File: src/rtl/dino_frame_writer.sv
// Per-frame game-state updater for the dino sprite display: advances jump physics, pose and cactus
// scroll on each VGA_VS falling edge, then streams ten sprite-position register writes over Avalon-MM.
module dino_frame_writer #(
    parameter logic [7:0] DINO_X    = 8'd100,
    parameter logic [7:0] GROUND_Y  = 8'd100,
    parameter logic [7:0] JUMP_V    = 8'd12,
    parameter logic [7:0] GRAVITY   = 8'd1,
    parameter logic [7:0] SPEED     = 8'd4,
    parameter logic [7:0] CAC_START = 8'd250,
    parameter logic [7:0] CAC_Y     = 8'd100,
    parameter logic [7:0] GODZ_X    = 8'd100,
    parameter logic [7:0] GODZ_Y    = 8'd200,
    parameter logic [7:0] PARK_X    = 8'd0,
    parameter logic [7:0] PARK_Y    = 8'd0
) (
    input  logic        clk,
    input  logic        reset_n,
    input  logic        vga_vs,
    input  logic        jump_req,
    input  logic        duck_req,
    output logic [8:0]  address,
    output logic [31:0] writedata,
    output logic        write,
    output logic        chipselect,
    input  logic        waitrequest,
    output logic        overrun,
    output logic [1:0]  dbg_state_o
);

    typedef enum logic [1:0] {ST_IDLE = 2'd0, ST_UPDATE = 2'd1, ST_WRITE = 2'd2} state_t;
    typedef enum logic [1:0] {POSE_RUN = 2'd0, POSE_JUMP = 2'd1, POSE_DUCK = 2'd2} pose_t;

    state_t             state_q, state_d;
    pose_t              pose_q, pose_d;
    logic               vs_q;
    logic               jump_cap_q, jump_cap_d;
    logic               duck_cap_q, duck_cap_d;
    logic [7:0]         y_q, y_d;
    logic signed [7:0]  v_q, v_d;
    logic [7:0]         cac_q, cac_d;
    logic               write_q, write_d;
    logic [8:0]         address_q, address_d;
    logic [31:0]        writedata_q, writedata_d;
    logic               overrun_q, overrun_d;

    logic               frame_start;
    logic               grounded;
    logic               jump_start;
    logic signed [7:0]  v_tmp;
    logic [9:0]         y_sum;
    logic signed [9:0]  y_new;
    logic [7:0]         y_upd;
    logic signed [7:0]  v_upd;
    logic [7:0]         cac_upd;
    pose_t              pose_upd;

    assign frame_start = vs_q & ~vga_vs;

    function automatic logic [7:0] beat_val(input logic [3:0] idx, input pose_t pose,
                                            input logic [7:0] y, input logic [7:0] cx);
        logic [7:0] val;
        val = 8'd0;
        case (idx)
            4'd0: val = (pose == POSE_RUN)  ? DINO_X   : PARK_X;
            4'd1: val = (pose == POSE_RUN)  ? y        : PARK_Y;
            4'd2: val = (pose == POSE_JUMP) ? DINO_X   : PARK_X;
            4'd3: val = (pose == POSE_JUMP) ? y        : PARK_Y;
            4'd4: val = (pose == POSE_DUCK) ? DINO_X   : PARK_X;
            4'd5: val = (pose == POSE_DUCK) ? GROUND_Y : PARK_Y;
            4'd6: val = cx;
            4'd7: val = CAC_Y;
            4'd8: val = GODZ_X;
            4'd9: val = GODZ_Y;
            default: val = 8'd0;
        endcase
        return val;
    endfunction

    // Physics for the frame: y/v evaluated in 10-bit signed so upward overshoot clamps at the top.
    always_comb begin
        grounded   = (y_q == GROUND_Y) && (v_q == 8'sd0);
        jump_start = grounded && jump_cap_q;
        v_tmp      = jump_start ? $signed(8'd0 - JUMP_V) : v_q;
        y_sum      = {2'b00, y_q} + {{2{v_tmp[7]}}, v_tmp};
        y_new      = $signed(y_sum);
        y_upd      = y_q;
        v_upd      = v_q;
        if (!grounded || jump_start) begin
            if (y_new < 10'sd0) begin
                y_upd = 8'd0;
                v_upd = v_tmp + $signed(GRAVITY);
            end else if ((v_tmp > 8'sd0) && (y_new >= $signed({2'b00, GROUND_Y}))) begin
                y_upd = GROUND_Y;
                v_upd = 8'sd0;
            end else begin
                y_upd = y_sum[7:0];
                v_upd = v_tmp + $signed(GRAVITY);
            end
        end
        if (!((y_upd == GROUND_Y) && (v_upd == 8'sd0))) begin
            pose_upd = POSE_JUMP;
        end else if (grounded && !jump_start && duck_cap_q) begin
            pose_upd = POSE_DUCK;
        end else begin
            pose_upd = POSE_RUN;
        end
        cac_upd = (cac_q < SPEED) ? CAC_START : (cac_q - SPEED);
    end

    // Avalon write handshake: address/writedata/write are registered and held while
    // write && waitrequest; a beat retires on write && !waitrequest and the next beat follows at once.
    always_comb begin
        state_d     = state_q;
        pose_d      = pose_q;
        jump_cap_d  = jump_cap_q;
        duck_cap_d  = duck_cap_q;
        y_d         = y_q;
        v_d         = v_q;
        cac_d       = cac_q;
        write_d     = write_q;
        address_d   = address_q;
        writedata_d = writedata_q;
        overrun_d   = overrun_q | (frame_start && (state_q != ST_IDLE));
        case (state_q)
            ST_IDLE: begin
                if (frame_start) begin
                    state_d    = ST_UPDATE;
                    jump_cap_d = jump_req;
                    duck_cap_d = duck_req;
                end
            end
            ST_UPDATE: begin
                y_d         = y_upd;
                v_d         = v_upd;
                pose_d      = pose_upd;
                cac_d       = cac_upd;
                state_d     = ST_WRITE;
                write_d     = 1'b1;
                address_d   = 9'd0;
                writedata_d = {24'd0, beat_val(4'd0, pose_upd, y_upd, cac_upd)};
            end
            ST_WRITE: begin
                if (write_q && !waitrequest) begin
                    if (address_q == 9'd9) begin
                        write_d = 1'b0;
                        state_d = ST_IDLE;
                    end else begin
                        address_d   = address_q + 9'd1;
                        writedata_d = {24'd0, beat_val(address_q[3:0] + 4'd1, pose_q, y_q, cac_q)};
                    end
                end
            end
            default: state_d = ST_IDLE;
        endcase
    end

    always_ff @(posedge clk) begin
        if (!reset_n) begin
            state_q     <= ST_IDLE;
            pose_q      <= POSE_RUN;
            vs_q        <= 1'b1;
            jump_cap_q  <= 1'b0;
            duck_cap_q  <= 1'b0;
            y_q         <= GROUND_Y;
            v_q         <= 8'sd0;
            cac_q       <= CAC_START;
            write_q     <= 1'b0;
            address_q   <= 9'd0;
            writedata_q <= 32'd0;
            overrun_q   <= 1'b0;
        end else begin
            state_q     <= state_d;
            pose_q      <= pose_d;
            vs_q        <= vga_vs;
            jump_cap_q  <= jump_cap_d;
            duck_cap_q  <= duck_cap_d;
            y_q         <= y_d;
            v_q         <= v_d;
            cac_q       <= cac_d;
            write_q     <= write_d;
            address_q   <= address_d;
            writedata_q <= writedata_d;
            overrun_q   <= overrun_d;
        end
    end

    assign address     = address_q;
    assign writedata   = writedata_q;
    assign write       = write_q;
    assign chipselect  = write_q;
    assign overrun     = overrun_q;
    assign dbg_state_o = state_q;

endmodule
File: config.mk
export PLATFORM = sky130hd
export DESIGN_NAME = dino_frame_writer
export DESIGN_NICKNAME = d
export VERILOG_FILES = /design/src/rtl/dino_frame_writer.sv
export SDC_FILE = /design/constraint.sdc
export NUM_CORES = 1
export LEC_CHECK = 0
export CAP_MARGIN = 15
export CORE_UTILIZATION = 50
export DETAILED_ROUTE_END_ITERATION = 7
export DONT_BUFFER_PORTS = 1
export SLEW_MARGIN = 10
export SYNTH_ARGS = -nofsm -noshare
export SYNTH_HDL_FRONTEND = slang
export SYNTH_SLANG_ARGS = --single-unit
File: constraint.sdc
create_clock -name clk -period 11.49 [get_ports clk]
set_input_delay 1.149 -clock clk [delete_from_list [all_inputs] [get_ports clk]]
set_output_delay 1.149 -clock clk [all_outputs]
set_load 0.02 [all_outputs]
==> results of run 1 <==
[synth_stat cells (all sizes together), types with 6 or more instances]
| library cell | count | share of area [%] |
|---|---|---|
| xor2 | 10 | 2.8 |
| a21oi | 38 | 6.6 |
| nor3 | 9 | 1.3 |
| nand2 | 35 | 3.9 |
| clkbuf | 12 | 1.3 |
| o21ai | 20 | 3.1 |
| nor2 | 45 | 5.0 |
| buf | 30 | 6.9 |
| and3 | 7 | 1.3 |
| nand2b | 9 | 1.7 |
| nor4b | 6 | 1.6 |
| ha | 14 | 5.2 |
| inv | 13 | 1.4 |
| dfxtp | 49 | 29 |
| nand3 | 19 | 2.8 |
| xnor2 | 9 | 2.9 |
[cell type report]
| class | instances | area, um2 | area share (%) |
|---|---|---|---|
| clock inverter | 2 | 15.0 | 0.443 |
| multi-input combinational | 330 | 2150 | 63.5 |
| clock buffer | 6 | 72.6 | 2.14 |
| inverter | 13 | 48.8 | 1.44 |
| timing repair buffer | 3 | 22.5 | 0.664 |
| sequential | 49 | 981 | 28.9 |
| tap | 77 | 96.3 | 2.84 |
[worst reg2reg max path: stages (launching register included)]
cell and delay, ns:
sky130_fd_sc_hd__dfxtp_1 0.48, sky130_fd_sc_hd__or4_4 0.64, sky130_fd_sc_hd__nor4_4 0.32, sky130_fd_sc_hd__nand2_1 0.21
sky130_fd_sc_hd__nand2b_1 0.15, sky130_fd_sc_hd__ha_1 0.28, sky130_fd_sc_hd__a31o_2 0.28, sky130_fd_sc_hd__o211ai_2 0.18
sky130_fd_sc_hd__a21oi_1 0.11, sky130_fd_sc_hd__or2b_2 0.33, sky130_fd_sc_hd__o311ai_4 0.47, sky130_fd_sc_hd__a21oi_2 0.13
sky130_fd_sc_hd__or3_4 0.41, sky130_fd_sc_hd__a31oi_1 0.15
[worst max-delay path by stage]
| stage | from | endpoint | slack (ns) | cells past startpoint |
|---|---|---|---|---|
| 2_1_floorplan | y_q[1] | writedata[2] | 7.71 | 13 |
| 3_5_place_dp | v_q[3] | writedata[6] | 7.30 | 13 |
| 4_1_cts | v_q[3] | writedata[2] | 7.27 | 12 |
| 6_report | v_q[3] | writedata[2] | 7.26 | 13 |
| 3_3_place_gp | v_q[3] | writedata[2] | 7.42 | 12 |
| 5_1_grt | v_q[3] | writedata[2] | 7.05 | 12 |
[stage by stage]
stage          std cells  cell area (um2)  setup WS [ns]
6_report             480             3390           7.26
5_1_grt              480             3390           7.05
4_1_cts              480             3390           7.27
3_5_place_dp         472             3300           7.30
3_3_place_gp         472             3300           7.42
2_1_floorplan        434             3460           7.71
[power breakdown]
part	switching [uW]	leakage [uW]	internal (uW)
clock	58.4	0.0000374	43.0
combinational	49.5	0.000928	29.0
sequential	7.32	0.000397	174
total	115	0.00136	246
[metal layers]
layer  up-vias  wire (um)  GRT usage, %
li1       1402          -             -
met4         0        165          8.93
met3        14        444          4.72
met1      1342       3540          29.0
met5         -          0             0
met2        96       3620          38.8
[cells by family after synthesis]
logic type,after synthesis,synth area share [%]
simple gates,162,26.0
other cells,1,0.111
flops,49,29.1
xor+xnor,20,6.49
fa+ha+maj,14,5.19
compound gates,106,22.3
mux,4,1.19
buf+inv,55,9.67
[registers in the layout, summed over array words and instances, names as in the netlist, 2 cells and up]
register / flops
v_q: 8
address: 9
writedata: 8
dbg_state_o: 2
pose_q: 2
cac_q: 7
y_q: 8
==> results.py, run 1 <==
metrics = {
    "run_status": {
        "run_status": "finished, violations left",
        "violations_in_the_final_reports": "design-rule violations",
    },
    "placed_design": {
        "finalWeightedCongestion": 0.931,
        "placement.io_buffers": 0,
        "dp_hpwl_mm": 5.83,
    },
    "setup_path": {
        "crit_buf_inv": 0,
        "worstReg2RegEnd": "writedata[2]",
        "reg2reg_depth": 13,
        "end_kind": "flop",
        "worstSetupStartpointType": "flop",
        "crit_chain": "or4_4 > nor4_4 > nand2_1 > nand2b_1 > ha_1 > a31o_2 > o211ai_2 > a21oi_1 > or2b_2 > o311ai_4 > a21oi_2 > or3_4 > a31oi_1",
        "regToRegSetupSlack_ns": 7.26,
        "timing.critical_path.arrival_ns": 4.46,
        "rr_startpoint": "v_q[3]",
        "critical_path.max_fanout": 13,
        "crit_family": "simple AND/OR/NAND/NOR gates",
        "slowest_stage": "sky130_fd_sc_hd__or4_4",
        "timing.critical_path.slowest_cell_delay_ns": 0.64,
        "timing_worst_setup_path_type": "reg2reg",
        "cp.required_ns": 11.72,
    },
    "cts": {
        "tritoncts.num_buffers": 5,
        "cts_setup_buffers": 0,
        "worst_skew_pair.late_latency_ns": 0.30,
        "clock-sinks": 49,
        "clk_transition_reported_paths_ns": 0.09,
        "root_buffer": "sky130_fd_sc_hd__clkbuf_8",
        "cts.htree.levels": 2,
        "ctsResizeCount": 0,
        "clockBufferDepth": 2,
        "ctsHoldBuffers": 0,
        "cts_tree": "built",
    },
    "sta": {
        "grt_setup_unrepaired": "false",
        "worst_hold_slack_ns": 0.478,
        "part_of_the_cycle_the_worst_path_needs_pct": 36.8,
        "maxSlewHeadroom_pct": 46.6,
        "achievable-frequency_ghz": 0.236,
        "time_the_final_worst_path_needs_with_i_o_delays_and_setup_ns": 4.23,
        "slew_viol_final": 0,
        "setup_total_negative_slack_ns": 0,
        "worst_slew_pin_slew_ns": 0.800,
        "timing.clock.skew_ns": 0.00947,
        "hold_viol": 0,
        "report.final.setup_viol": 0,
    },
    "yosys": {
        "postSynthRegisterBits": 49,
        "synth-edff-count": 0,
        "syn_avg_cell_area_um2": 8.21,
        "ys_types": 72,
        "total_of_warnings_raised_by_yosys": 0,
        "yosysSeqAreaShare_pct": 29.1,
        "synth-async-reset-ratio_pct": 0,
        "yosys_most_used_dff": "sky130_fd_sc_hd__dfxtp_1",
        "synthCells": 411,
        "mappedNetlistArea_mm2": 0.00338,
    },
    "die": {
        "dieArea_mm2": 0.00708,
        "core.rowCount": 29,
        "pin_count": 52,
        "coreArea_mm2": 0.00642,
        "dieHeight_um": 84.2,
        "floorplan.die.width_um": 84.2,
        "initial_utilization_pct": 52.6,
    },
    "finish": {
        "antennaDiodeCount": 0,
        "final_nets": 422,
        "layout_common_cells": "49 x sky130_fd_sc_hd__dfxtp_1, 45 x sky130_fd_sc_hd__nor2_1, 35 x sky130_fd_sc_hd__nand2_1",
        "fin_util_pct": 52.8,
        "post_route_cells_drive_above_1_share_pct": 9.18,
        "layout.cells.most_common": "sky130_fd_sc_hd__dfxtp_1",
        "flow.area_growth_from_synthesis_pct": 0.445,
        "nFillCells": 613,
    },
    "route": {
        "detailedRoute.firstIterationViolations": 137,
        "avgRoutedWirePerCell_um": 16.2,
        "length_of_the_first_detailed_routing_pass_in_iterations": 6,
        "drc_viols": 4,
        "routed_wl_mm": 7.78,
        "avgViaCountPerCell": 5.95,
        "via_count": 2854,
        "final_antenna_net_count": 0,
    },
    "worst_hold_path": {
        "holdCritPathClass": "reg2reg",
        "whs_path_depth": 1,
        "worstHoldStart": "cac_q[1]",
        "whs_endpoint": "cac_q[1]",
    },
    "run": {
        "max_cap_viol_count": 0,
    },
    "power_and_ir_drop": {
        "areal_power_density_over_the_cells_mw_per_mm2": 106,
        "leakage_uw": 0.00136,
        "p_total_uw": 361,
        "ir_drop_mv": 0.0497,
    },
    "global_routing": {
        "number_of_global_route_vias_before_repair": 2692,
        "gr-usage-all-layers_pct": 23.1,
        "first_pass_grt_wire_length_mm": 13.0,
        "grt_max_degree": 25,
        "grt_antenna_before_repair": 0,
        "grt-ovfl-total": 0,
    },
}
No activity file was read; power rests on OpenSTA's default activity.
==> inputs of run 2 (changes only) <==
clock period = 4.2 ns   (was 11.49 ns; I/O delays follow)
==> run 2 against run 1 <==
  * The flow still finishes with violations (design-rule violations)
  * Clock power rose to 3.5 times the previous value
  * Via count grew 0.49%
  * Combinational power increased to 2.9 times the previous value
  * Critical endpoint is now v_q[2]
  * Register-to-register slack lost 7.0 ns
  * Core utilization is 2.3 points higher
  * First-iteration DRC count rose by 11%
==> results.py, run 2 (same netlist as run 1, synthesis figures left out) <==
metrics = {
    "route": {
        "routed_wl_mm": 7.98,
        "final_antenna_net_count": 0,
        "avgViaCountPerCell": 5.81,
        "via_count": 2868,
        "detailedRoute.firstIterationViolations": 152,
        "length_of_the_first_detailed_routing_pass_in_iterations": 6,
        "avgRoutedWirePerCell_um": 16.2,
        "drc_viols": 4,
    },
    "cts": {
        "tritoncts.num_buffers": 5,
        "worst_skew_pair.late_latency_ns": 0.30,
        "clockBufferDepth": 2,
        "root_buffer": "sky130_fd_sc_hd__clkbuf_8",
        "clock-sinks": 49,
        "cts_tree": "built",
        "ctsHoldBuffers": 0,
        "clk_transition_reported_paths_ns": 0.09,
        "cts.htree.levels": 2,
    },
    "global_routing": {
        "grt_antenna_before_repair": 0,
        "grt_max_degree": 25,
        "grt-ovfl-total": 0,
        "gr-usage-all-layers_pct": 23.0,
        "first_pass_grt_wire_length_mm": 13.0,
        "number_of_global_route_vias_before_repair": 2664,
    },
    "run_status": {
        "run_status": "finished, violations left",
        "violations_in_the_final_reports": "design-rule violations",
    },
    "power_and_ir_drop": {
        "ir_drop_mv": 0.251,
        "leakage_uw": 0.00146,
        "areal_power_density_over_the_cells_mw_per_mm2": 304,
    },
    "die": {
        "core.rowCount": 29,
        "floorplan.die.width_um": 84.2,
        "dieArea_mm2": 0.00708,
        "pin_count": 52,
        "dieHeight_um": 84.2,
        "initial_utilization_pct": 52.6,
        "coreArea_mm2": 0.00642,
    },
    "setup_path": {
        "timing_worst_setup_path_type": "reg2reg",
        "cp.required_ns": 4.43,
        "end_kind": "flop",
        "timing.critical_path.arrival_ns": 4.20,
        "worstSetupStartpointType": "flop",
        "critical_path.max_fanout": 7,
    },
    "sta": {
        "achievable-frequency_ghz": 0.251,
        "maxSlewHeadroom_pct": 48.1,
        "worst_slew_pin_slew_ns": 0.776,
        "time_the_final_worst_path_needs_with_i_o_delays_and_setup_ns": 3.98,
        "grt_setup_unrepaired": "false",
        "setup_total_negative_slack_ns": 0,
        "part_of_the_cycle_the_worst_path_needs_pct": 94.7,
        "slew_viol_final": 0,
        "timing.clock.skew_ns": 0.0114,
        "report.final.setup_viol": 0,
        "hold_viol": 0,
    },
    "finish": {
        "fin_util_pct": 55.1,
        "largest_register_ff_count": 9,
        "layoutNonFillerInstCount": 494,
        "final_nets": 436,
        "layout.cells.most_common": "sky130_fd_sc_hd__dfxtp_1",
        "antennaDiodeCount": 0,
        "layout_common_cells": "49 x sky130_fd_sc_hd__dfxtp_1, 44 x sky130_fd_sc_hd__nor2_1, 35 x sky130_fd_sc_hd__nand2_1",
        "post_route_cells_drive_above_1_share_pct": 12.9,
        "flow.area_growth_from_synthesis_pct": 4.82,
    },
    "placed_design": {
        "dp_hpwl_mm": 6.09,
        "finalWeightedCongestion": 0.928,
        "placement.io_buffers": 0,
        "numPlacedInstances": 484,
    },
    "run": {
        "max_cap_viol_count": 0,
    },
    "worst_hold_path": {
        "holdCritPathClass": "in2reg",
    },
}
-- run 2: layout make-up --
type	instances	area [um2]
fillers	639	2880
multi-input cells	330	2170
flip-flops and latches	49	981
repair buffers	17	128
well taps	77	96.3
clock buffers	7	86.3
inverters	13	48.8
clock inverters	1	30.0
-- run 2: timing repair --
item / in CTS / in global routing
buffers inserted: 0 / 2
gates resized for setup: 0 / 2
hold endpoints to repair: 0 / 0
endpoints found under the setup margin: 0 / 12
-- run 2: worst paths after layout --
kind                                 end      from  cells after the start  slack [ns]
worst min register to register  cac_q[1]  cac_q[1]                      1        0.46
worst min-delay path            cac_q[3]   reset_n                      1        0.19
worst max register to register    v_q[2]    y_q[0]                     14        0.22
worst max-delay path              v_q[2]    y_q[0]                     14        0.22
-- run 2: critical path, cell delays in order (launching register included) --
cell and delay [ns]:
sky130_fd_sc_hd__dfxtp_1 0.36, sky130_fd_sc_hd__or4b_4 0.57, sky130_fd_sc_hd__nor4_4 0.35, sky130_fd_sc_hd__nand2_1 0.22, sky130_fd_sc_hd__nand2b_1 0.15, sky130_fd_sc_hd__ha_1 0.28, sky130_fd_sc_hd__a31o_2 0.28, sky130_fd_sc_hd__nor2_2 0.19
sky130_fd_sc_hd__xnor3_4 0.37, sky130_fd_sc_hd__nor3_2 0.27, sky130_fd_sc_hd__o311ai_4 0.17, sky130_fd_sc_hd__buf_4 0.19, sky130_fd_sc_hd__a21oi_4 0.22, sky130_fd_sc_hd__a31oi_1 0.07, sky130_fd_sc_hd__a211oi_1 0.20
-- run 2: through the flow --
stage	cell area, um2	worst slack, ns	power, uW	hold slack [ns]
floorplan	3460	0.416	698	0.411
global placement	3400	0.244	721	0.436
detailed placement	3400	0.161	722	0.450
CTS	3520	0.134	1070	0.180
global route	3540	0.0262	1120	0.173
finish	3540	0.221	1070	0.189
-- run 2: power by group --
part | internal, uW | total, uW | switching [uW]
registers | 475 | 493 | 17.8
clock network | 194 | 350 | 156
logic | 89.3 | 231 | 142
total | 759 | 1070 | 315
-- run 2: per-layer routing --
layer  track usage [%]  routed length [um]  up-vias
li1                  -                   -     1432
met1              29.3                3610     1335
met2              39.0                3720       89
met3              4.23                 519       12
met4              8.31                 134        0
met5                 0                   0        -
==> inputs of run 3 (changes only) <==
CORE_ASPECT_RATIO = 0.75   (was not set)
==> run 3 against run 2 <==
  * Worst setup slack improved by 0.026 ns
  * Die area about the same
  * Clock power decreased by 20%
  * The run now ends clean
  * Critical path depth unchanged
  * First-iteration DRC count up 23%
==> results.py, run 3 (same netlist as run 1, synthesis figures left out) <==
metrics = {
    "run": {
        "max_cap_viol_count": 0,
    },
    "setup_path": {
        "rr_startpoint": "y_q[0]",
        "timing.critical_path.arrival_ns": 4.21,
        "worstReg2RegEnd": "y_q[3]",
        "regToRegSetupSlack_ns": 0.25,
        "reg2reg_depth": 14,
        "critical_path.max_fanout": 7,
        "timing_worst_setup_path_type": "reg2reg",
        "cp.required_ns": 4.45,
        "crit_start": "y_q[0]",
        "end_kind": "flop",
        "worst_setup_path_endpoint": "y_q[3]",
        "worstSetupStartpointType": "flop",
    },
    "route": {
        "length_of_the_first_detailed_routing_pass_in_iterations": 5,
        "final_antenna_net_count": 0,
        "avgRoutedWirePerCell_um": 16.4,
        "routed_wl_mm": 8.19,
        "drc_viols": 0,
        "avgViaCountPerCell": 5.89,
        "via_count": 2944,
        "detailedRoute.firstIterationViolations": 187,
    },
    "global_routing": {
        "grt-ovfl-total": 0,
        "gr-usage-all-layers_pct": 24.1,
        "first_pass_grt_wire_length_mm": 13.6,
        "grt_antenna_before_repair": 0,
        "number_of_global_route_vias_before_repair": 2602,
        "grt_max_degree": 25,
    },
    "sta": {
        "achievable-frequency_ghz": 0.253,
        "grt_setup_unrepaired": "false",
        "part_of_the_cycle_the_worst_path_needs_pct": 94.1,
        "timing.clock.skew_ns": 0.00345,
        "worst_slew_pin_slew_ns": 0.860,
        "setup_total_negative_slack_ns": 0,
        "hold_viol": 0,
        "maxSlewHeadroom_pct": 41.9,
        "report.final.setup_viol": 0,
        "slew_viol_final": 0,
        "time_the_final_worst_path_needs_with_i_o_delays_and_setup_ns": 3.95,
    },
    "placed_design": {
        "dp_hpwl_mm": 6.18,
        "finalWeightedCongestion": 0.930,
        "placement.io_buffers": 0,
        "dpl-instance-area_mm2": 0.00341,
    },
    "die": {
        "pin_count": 52,
        "initial_utilization_pct": 52.6,
        "dieHeight_um": 73.2,
        "core.rowCount": 25,
        "floorplan.die.width_um": 96.9,
        "coreArea_mm2": 0.00641,
        "dieArea_mm2": 0.00709,
    },
    "finish": {
        "post_route_cells_drive_above_1_share_pct": 13.6,
        "finalInstanceArea_mm2": 0.00352,
        "antennaDiodeCount": 0,
        "final_nets": 438,
        "layout_common_cells": "49 x sky130_fd_sc_hd__dfxtp_1, 45 x sky130_fd_sc_hd__nor2_1, 34 x sky130_fd_sc_hd__nand2_1",
        "largest_register_ff_count": 9,
        "flow.area_growth_from_synthesis_pct": 4.37,
        "layout.cells.most_common": "sky130_fd_sc_hd__dfxtp_1",
        "nFillCells": 600,
    },
    "cts": {
        "tritoncts.num_buffers": 5,
        "ctsHoldBuffers": 0,
        "clock-sinks": 49,
        "worst_skew_pair.late_latency_ns": 0.30,
        "clk_transition_reported_paths_ns": 0.09,
        "clockBufferDepth": 2,
        "cts.htree.levels": 2,
        "cts_tree": "built",
        "root_buffer": "sky130_fd_sc_hd__clkbuf_8",
    },
    "power_and_ir_drop": {
        "leakage_uw": 0.00145,
        "ir_drop_mv": 0.142,
        "areal_power_density_over_the_cells_mw_per_mm2": 288,
    },
    "run_status": {
        "run_status": "complete, no violations",
    },
    "worst_hold_path": {
        "holdCritPathClass": "in2reg",
    },
}
-- run 3: cell count changes in the layout (fill, tap and decap cells not counted), sizes merged --
| cell | delta |
|---|---|
| clkinvlp | +1 |
| clkbuf | -2 |
| clkinv | +2 |
| bufinv | -1 |
| buf | +2 |
-- run 3: worst min-delay path by stage --
stage,cells past startpoint,start,to,slack [ns]
6_report,1,reset_n,cac_q[6],0.18
5_1_grt,1,reset_n,cac_q[6],0.16
4_1_cts,1,reset_n,cac_q[6],0.17
3_5_place_dp,1,cac_q[1],cac_q[1],0.44
3_3_place_gp,1,cac_q[1],cac_q[1],0.43
2_1_floorplan,1,cac_q[1],cac_q[1],0.41
-- run 3: metal layers --
| layer | vias up | wire, um | global-route usage (%) |
|---|---|---|---|
| li1 | 1432 | - | - |
| met1 | 1388 | 4290 | 37.3 |
| met2 | 118 | 3270 | 35.6 |
| met3 | 6 | 591 | 3.83 |
| met4 | 0 | 40 | 2.99 |
| met5 | - | 0 | 0 |
-- run 3: repair_timing --
action                     4_1_cts  5_1_grt
buffers inserted                 0        3
setup endpoints to repair        0        4
resized for setup                0        3
-- run 3: cell type report --
type	instances	area, um2	area share, %
Multi-Input combinational cell	330	2160	61.4
Sequential cell	49	981	27.8
Tap cell	81	101	2.88
Inverter	13	48.8	1.38
Timing Repair Buffer	19	143	4.05
Clock buffer	5	68.8	1.95
Clock inverter	3	17.5	0.497
-- run 3: stage by stage --
step / util, % / setup WS (ns) / cells / power, uW / hold slack (ns)
after floorplan: - / 0.416 / 434 / 698 / 0.411
after global placement: 53.1 / 0.288 / 489 / 726 / 0.432
after detailed placement: 53.1 / 0.148 / 489 / 725 / 0.438
after CTS: 54.5 / 0.116 / 497 / 1000 / 0.173
after global routing: 54.9 / 0.0362 / 500 / 1070 / 0.160
final: 54.9 / 0.247 / 500 / 1010 / 0.179
-- run 3: report_power, final --
group / switching [uW] / internal, uW
logic: 145 / 95.3
clock network: 165 / 115
registers: 18.7 / 475
-- run 3: critical path, stage by stage (launching register included) --
cell and delay [ns]:
sky130_fd_sc_hd__dfxtp_1 0.37, sky130_fd_sc_hd__or4b_4 0.59, sky130_fd_sc_hd__nor4_4 0.37, sky130_fd_sc_hd__nand2_2 0.16, sky130_fd_sc_hd__nand2b_1 0.16, sky130_fd_sc_hd__ha_1 0.29
sky130_fd_sc_hd__a31o_2 0.28, sky130_fd_sc_hd__nor2_1 0.17, sky130_fd_sc_hd__xnor3_4 0.39, sky130_fd_sc_hd__nor3_2 0.25, sky130_fd_sc_hd__o311ai_4 0.14, sky130_fd_sc_hd__buf_4 0.18
sky130_fd_sc_hd__a211oi_1 0.31, sky130_fd_sc_hd__o21a_1 0.15, sky130_fd_sc_hd__o21a_1 0.11
